$ cat config.mk
export PLATFORM = sky130hd
export DESIGN_NAME = fifo_wr_arbiter
export DESIGN_NICKNAME = d
export VERILOG_FILES = /design/src/rtl/fifo_arb_pkg.sv /design/src/rtl/fifo_wr_arbiter_rr_pick.sv /design/src/rtl/fifo_wr_arbiter.sv
export SDC_FILE = /design/constraint.sdc
export NUM_CORES = 1
export LEC_CHECK = 0
export BUFFER_PORTS_ARGS = -buffer_cell sky130_fd_sc_hd__buf_2
export CAP_MARGIN = 15
export CORE_ASPECT_RATIO = 2
export CORE_UTILIZATION = 39
export DETAILED_ROUTE_END_ITERATION = 16
export PLACE_DENSITY = 0.73
export SLEW_MARGIN = 30
export SYNTH_ARGS = -nofsm -noshare
export SYNTH_HDL_FRONTEND = slang
export SYNTH_SLANG_ARGS = --single-unit
$ cat constraint.sdc
create_clock -name clk -period 1.4 [get_ports clk]
set_input_delay 0.07 -clock clk [delete_from_list [all_inputs] [get_ports clk]]
set_output_delay 0.07 -clock clk [all_outputs]
set_load 0.005 [all_outputs]
$ cat src/rtl/fifo_arb_pkg.sv
// Shared types and default sizing for the FIFO write arbiter.
package fifo_arb_pkg;

  localparam int N_REQ_DEF     = 4;
  localparam int DW_DEF        = 8;
  localparam int MAX_BURST_DEF = 8;

  typedef enum logic {
    IDLE  = 1'b0,
    BURST = 1'b1
  } state_t;

  // Pointer width that stays legal for a single requester.
  function automatic int ptr_w(input int n);
    return (n > 1) ? $clog2(n) : 1;
  endfunction

endpackage

$ cat src/rtl/fifo_wr_arbiter_rr_pick.sv
// Combinational round-robin picker: first set request at or after ptr, wrapping.
module rr_pick
  import fifo_arb_pkg::*;
#(
  parameter int N  = N_REQ_DEF,
  parameter int PW = ptr_w(N_REQ_DEF)
) (
  input  logic [N-1:0]  req,
  input  logic [PW-1:0] ptr,
  output logic [N-1:0]  winner,
  output logic          valid
);

  logic [2*N-1:0] dbl;
  logic [N-1:0]   rot;
  logic [N-1:0]   lsb;
  logic [2*N-1:0] back;

  // Rotate so ptr sits at bit 0, isolate lowest set bit, rotate back.
  assign dbl    = {req, req} >> ptr;
  assign rot    = dbl[N-1:0];
  assign lsb    = rot & (~rot + {{(N-1){1'b0}}, 1'b1});
  assign back   = {lsb, lsb} << ptr;
  assign winner = back[2*N-1:N];
  assign valid  = |req;

endmodule

$ cat src/rtl/fifo_wr_arbiter.sv
// Round-robin burst arbiter sharing one FIFO write port among N_REQ requesters.
module fifo_wr_arbiter
  import fifo_arb_pkg::*;
#(
  parameter int N_REQ     = N_REQ_DEF,
  parameter int DW        = DW_DEF,
  parameter int MAX_BURST = MAX_BURST_DEF
) (
  input  logic                clk,
  input  logic                rst,
  input  logic [N_REQ-1:0]    req,
  input  logic [N_REQ-1:0]    last,
  input  logic [N_REQ*DW-1:0] din,
  output logic [N_REQ-1:0]    gnt,
  input  logic                fifo_full,
  output logic                fifo_wr,
  output logic [DW-1:0]       fifo_din,
  output logic                busy,
  output logic [7:0]          abort_cnt
);

  localparam int PW = ptr_w(N_REQ);
  localparam int CW = $clog2(MAX_BURST) + 1;

  state_t           state_reg;
  logic [N_REQ-1:0] gnt_reg;
  logic [PW-1:0]    rr_ptr_reg;
  logic [CW-1:0]    burst_cnt_reg;
  logic [7:0]       abort_reg;

  logic [N_REQ-1:0] pick_win;
  logic             pick_valid;

  rr_pick #(.N(N_REQ), .PW(PW)) u_pick (
    .req    (req),
    .ptr    (rr_ptr_reg),
    .winner (pick_win),
    .valid  (pick_valid)
  );

  // Because gnt is one-hot, OR-chains give the granted data, index and flags.
  logic [DW-1:0] din_acc [N_REQ+1];
  logic [PW-1:0] idx_acc [N_REQ+1];
  assign din_acc[0] = '0;
  assign idx_acc[0] = '0;

  for (genvar gi = 0; gi < N_REQ; gi++) begin : g_sel
    assign din_acc[gi+1] = din_acc[gi] | ({DW{gnt_reg[gi]}} & din[gi*DW +: DW]);
    assign idx_acc[gi+1] = idx_acc[gi] | (gnt_reg[gi] ? PW'(gi) : '0);
  end

  logic [PW-1:0] gnt_idx;
  logic [PW-1:0] ptr_next;
  logic          req_g;
  logic          last_g;
  logic          xfer;
  logic [CW-1:0] cnt_inc;

  assign gnt_idx  = idx_acc[N_REQ];
  assign ptr_next = (gnt_idx == PW'(N_REQ - 1)) ? '0 : gnt_idx + PW'(1);
  assign req_g    = |(gnt_reg & req);
  assign last_g   = |(gnt_reg & last);
  assign xfer     = req_g && !fifo_full;
  assign cnt_inc  = burst_cnt_reg + CW'(1);

  always_ff @(posedge clk or posedge rst) begin
    if (rst) begin
      state_reg     <= IDLE;
      gnt_reg       <= '0;
      rr_ptr_reg    <= '0;
      burst_cnt_reg <= '0;
      abort_reg     <= '0;
    end else begin
      case (state_reg)
        IDLE: begin
          if (pick_valid) begin
            gnt_reg       <= pick_win;
            burst_cnt_reg <= '0;
            state_reg     <= BURST;
          end
        end
        BURST: begin
          if (xfer) begin
            burst_cnt_reg <= cnt_inc;
            if (last_g || cnt_inc == CW'(MAX_BURST)) begin
              gnt_reg    <= '0;
              rr_ptr_reg <= ptr_next;
              state_reg  <= IDLE;
            end
          end else if (!req_g) begin
            // Requester walked away mid-burst: release and record it.
            gnt_reg    <= '0;
            rr_ptr_reg <= ptr_next;
            state_reg  <= IDLE;
            if (abort_reg != 8'hff) abort_reg <= abort_reg + 8'd1;
          end
        end
        default: state_reg <= IDLE;
      endcase
    end
  end

  assign gnt       = gnt_reg;
  assign fifo_wr   = xfer;
  assign fifo_din  = din_acc[N_REQ];
  assign busy      = (state_reg == BURST);
  assign abort_cnt = abort_reg;

endmodule

==> reports/metrics.cfg <==
[clocking]
path_clk_slew_ns = 0.07
clkLatencyLatePin_ns = 0.25
clk_path_buf_depth = 2
cts_tree = done
cts_made_buffers = 3
clock-sinks = 19
htreeDepth = 1
clockRootBuffer = clkbuf_8

[place]
place_area_um2 = 1840
hpwl_mm = 3.17
gp_congestion = 0.855
dp.cells = 251
portBuffers = 64

[yosys]
synth_largest_area_cell = dfrtp_1
synth_cell_types = 40
ys.flop_type = dfrtp_1
yosys_register_bits = 19
syn_area_per_cell_um2 = 9.48
synth-xor-area-share_pct = 6.07
seq_area_frac_synth_pct = 36.6
ys_warn_count = 0
synth.top_cell.area_share_pct = 36.6
syn_nets = 182
syn_area_um2 = 1300
synth_edf_count = 0
yosysMostFrequentCell = dfrtp_1
synth_top_cells_by_count = dfrtp_1 (19), a22oi_1 (18), nand2_1 (18)
synth_top_family_by_area = compound AO/OA/AOI/OAI gates
ys_top_cells_by_area = dfrtp_1 (37%), a22oi_1 (10%), xor2_1 (5.4%)
synth_mux_area_share_pct = 5.97
synthArstFlopShare_pct = 100
synth-simple-area-share_pct = 20.4
synth_compound_area_share_pct = 25.6
syn-instance-count = 137
synthAdderAreaFrac_pct = 1.93

[layout]
drive_above_1_share_pct = 57.0
antenna_cells = 0
final_area_um2 = 2000
area_delta_synth_final_pct = 54.3
largest_reg_flops = 8
nets = 274
final_util_pct = 63.5
instances_no_fill = 259

[sta]
grt_setup_unrepaired = true
timing.hold.ws_ns = 0.154
fin_crit_sh_pct = 108
relSlewSlack_pct = 69.1
skew_ns = 0.00329
worst_slew_pin_slew_ns = 0.460
setup_viol = 15
setup_ws_ns = -0.107
max_freq_ghz = 0.663
layout_min_cycle_time_ns = 1.51
hold_viol_final = 0
drv_slew = 0

[route]
vias = 1470
drt-total-wl_mm = 3.96
first_iter_violations = 34
post-route-drc-count = 0
wl_per_cell_um = 15.3
ant_nets = 0
firstDrtPassIters = 4
vias_per_cell = 5.68

[setup_path]
rrSetupSlack_ns = -0.11
crit_path_start_kind = register
crit_required_ns = 1.54
critPathKind = reg -> reg
cp_slowest_cell = dfrtp_1
cp_top_family = flip-flops
path_buf_inv = 0
cpPeakStageDelay_ns = 0.41
crit_chain = ha_1 -> nand2_1 -> o311ai_4 -> mux2_4
cp.arrival_ns = 1.65
end_kind = register
critPathMaxFanout = 4

[grt]
grt_pass1_vias = 1429
grt_pass1_wl_mm = 6.36
track_usage_pct = 22.9
grt_max_degree = 13
grt_remaining_overflow = 0
antenna_found_initial = 0

[die]
die_area_um2 = 3580
start_util_pct = 41.1
ioPinCount = 65
die_w_um = 42.8
core_um2 = 3160
die_y_um = 83.6
rows = 29

[worst_hold_path]
min_path_type = in -> reg

[power_and_ir_drop]
p_per_area_nw_per_um2 = 1930
ir_drop_mv = 0.986
total_leakage_power_nw = 1.03
report.power.total_mw = 3.88

[flow_run]
max_cap_violations = 0

[status]
violations = negative setup slack
outcome = complete, but fails checks

==> routing by layer <==
layer / share of wire (%) / track usage [%] / vias to the layer above
met5: 0 / 0 / -
met4: 2.1 / 9.09 / 0
met3: 6.3 / 2.60 / 9
met2: 59 / 45.6 / 78
met1: 33 / 21.8 / 697
li1: - / - / 686
==> kinds of logic (layout without fill, tap and decap cells) <==
logic type,count (synthesis),in the layout
and+or+nand+nor,48,48
buffers and inverters,10,101
muxes,7,7
xor gates and xnor gates,9,9
AOI/OAI and AO/OA,42,42
adders and majority gates,2,2
DFF,19,19
==> worst register-to-register path, delay by kind of cell (launching register included) <==
family                   cells  cell delay, ns
flip-flops                   1            0.41
AO/OA/AOI/OAI                1            0.36
adder cells (fa/ha/maj)      1            0.19
multiplexers                 1            0.34
AND/OR/NAND/NOR              1            0.09
==> worst paths after layout <==
check,startpoint,endpoint,depth (start not counted)
worst max-delay path,burst_cnt_reg[0],rr_ptr_reg[1],4
min in group asynchronous,rst,abort_cnt[1],3
worst min-delay path,req[0],gnt[0],3
worst max register to register,burst_cnt_reg[0],rr_ptr_reg[1],4
max in group asynchronous,rst,gnt[0],4
worst min register to register,abort_cnt[7],abort_cnt[7],1
==> what timing repair did <==
| item | in CTS | in global routing |
|---|---|---|
| hold endpoints to repair | 11 | 0 |
| hold buffers | 1 | 0 |
| buffers inserted | 0 | 3 |
| resized for setup | 6 | 15 |
| pin swaps | 2 | 5 |
| endpoints found under the setup margin | 16 | 21 |
==> cell type report <==
cell class | count | area, um2
Fill cell | 277 | 1150
Inverter | 4 | 15.0
Timing Repair Buffer | 93 | 552
Clock buffer | 4 | 45.0
Tap cell | 31 | 38.8
Multi-Input combinational cell | 108 | 875
Sequential cell | 19 | 479
==> metrics by stage <==
| stage | TNS [ns] | setup WS (ns) |
|---|---|---|
| 2_1_floorplan | -0.238 | -0.0982 |
| 3_3_place_gp | -0.564 | -0.0923 |
| 3_5_place_dp | -1.18 | -0.154 |
| 4_1_cts | -0.831 | -0.0901 |
| 5_1_grt | -1.74 | -0.168 |
| 6_report | -0.760 | -0.107 |
==> where the power goes <==
part / internal [mW] / switching (mW)
combinational: 1.31 / 1.21
sequential: 0.759 / 0.211
clock: 0.202 / 0.183
total: 2.28 / 1.60
==> layout by cell type (no fill, tap or decap), drive strengths merged, types with 2 or more instances in the layout <==
master  count
buf        92
a22oi      20
dfrtp      19
nand2      18
nor2       12
xor2        8
nand3       7
a21oi       7
o21ai       6
mux2        6
inv         4
clkbuf      4
nor4        3
nor3        2
ha          2
(Power assumes the default switching activity.)
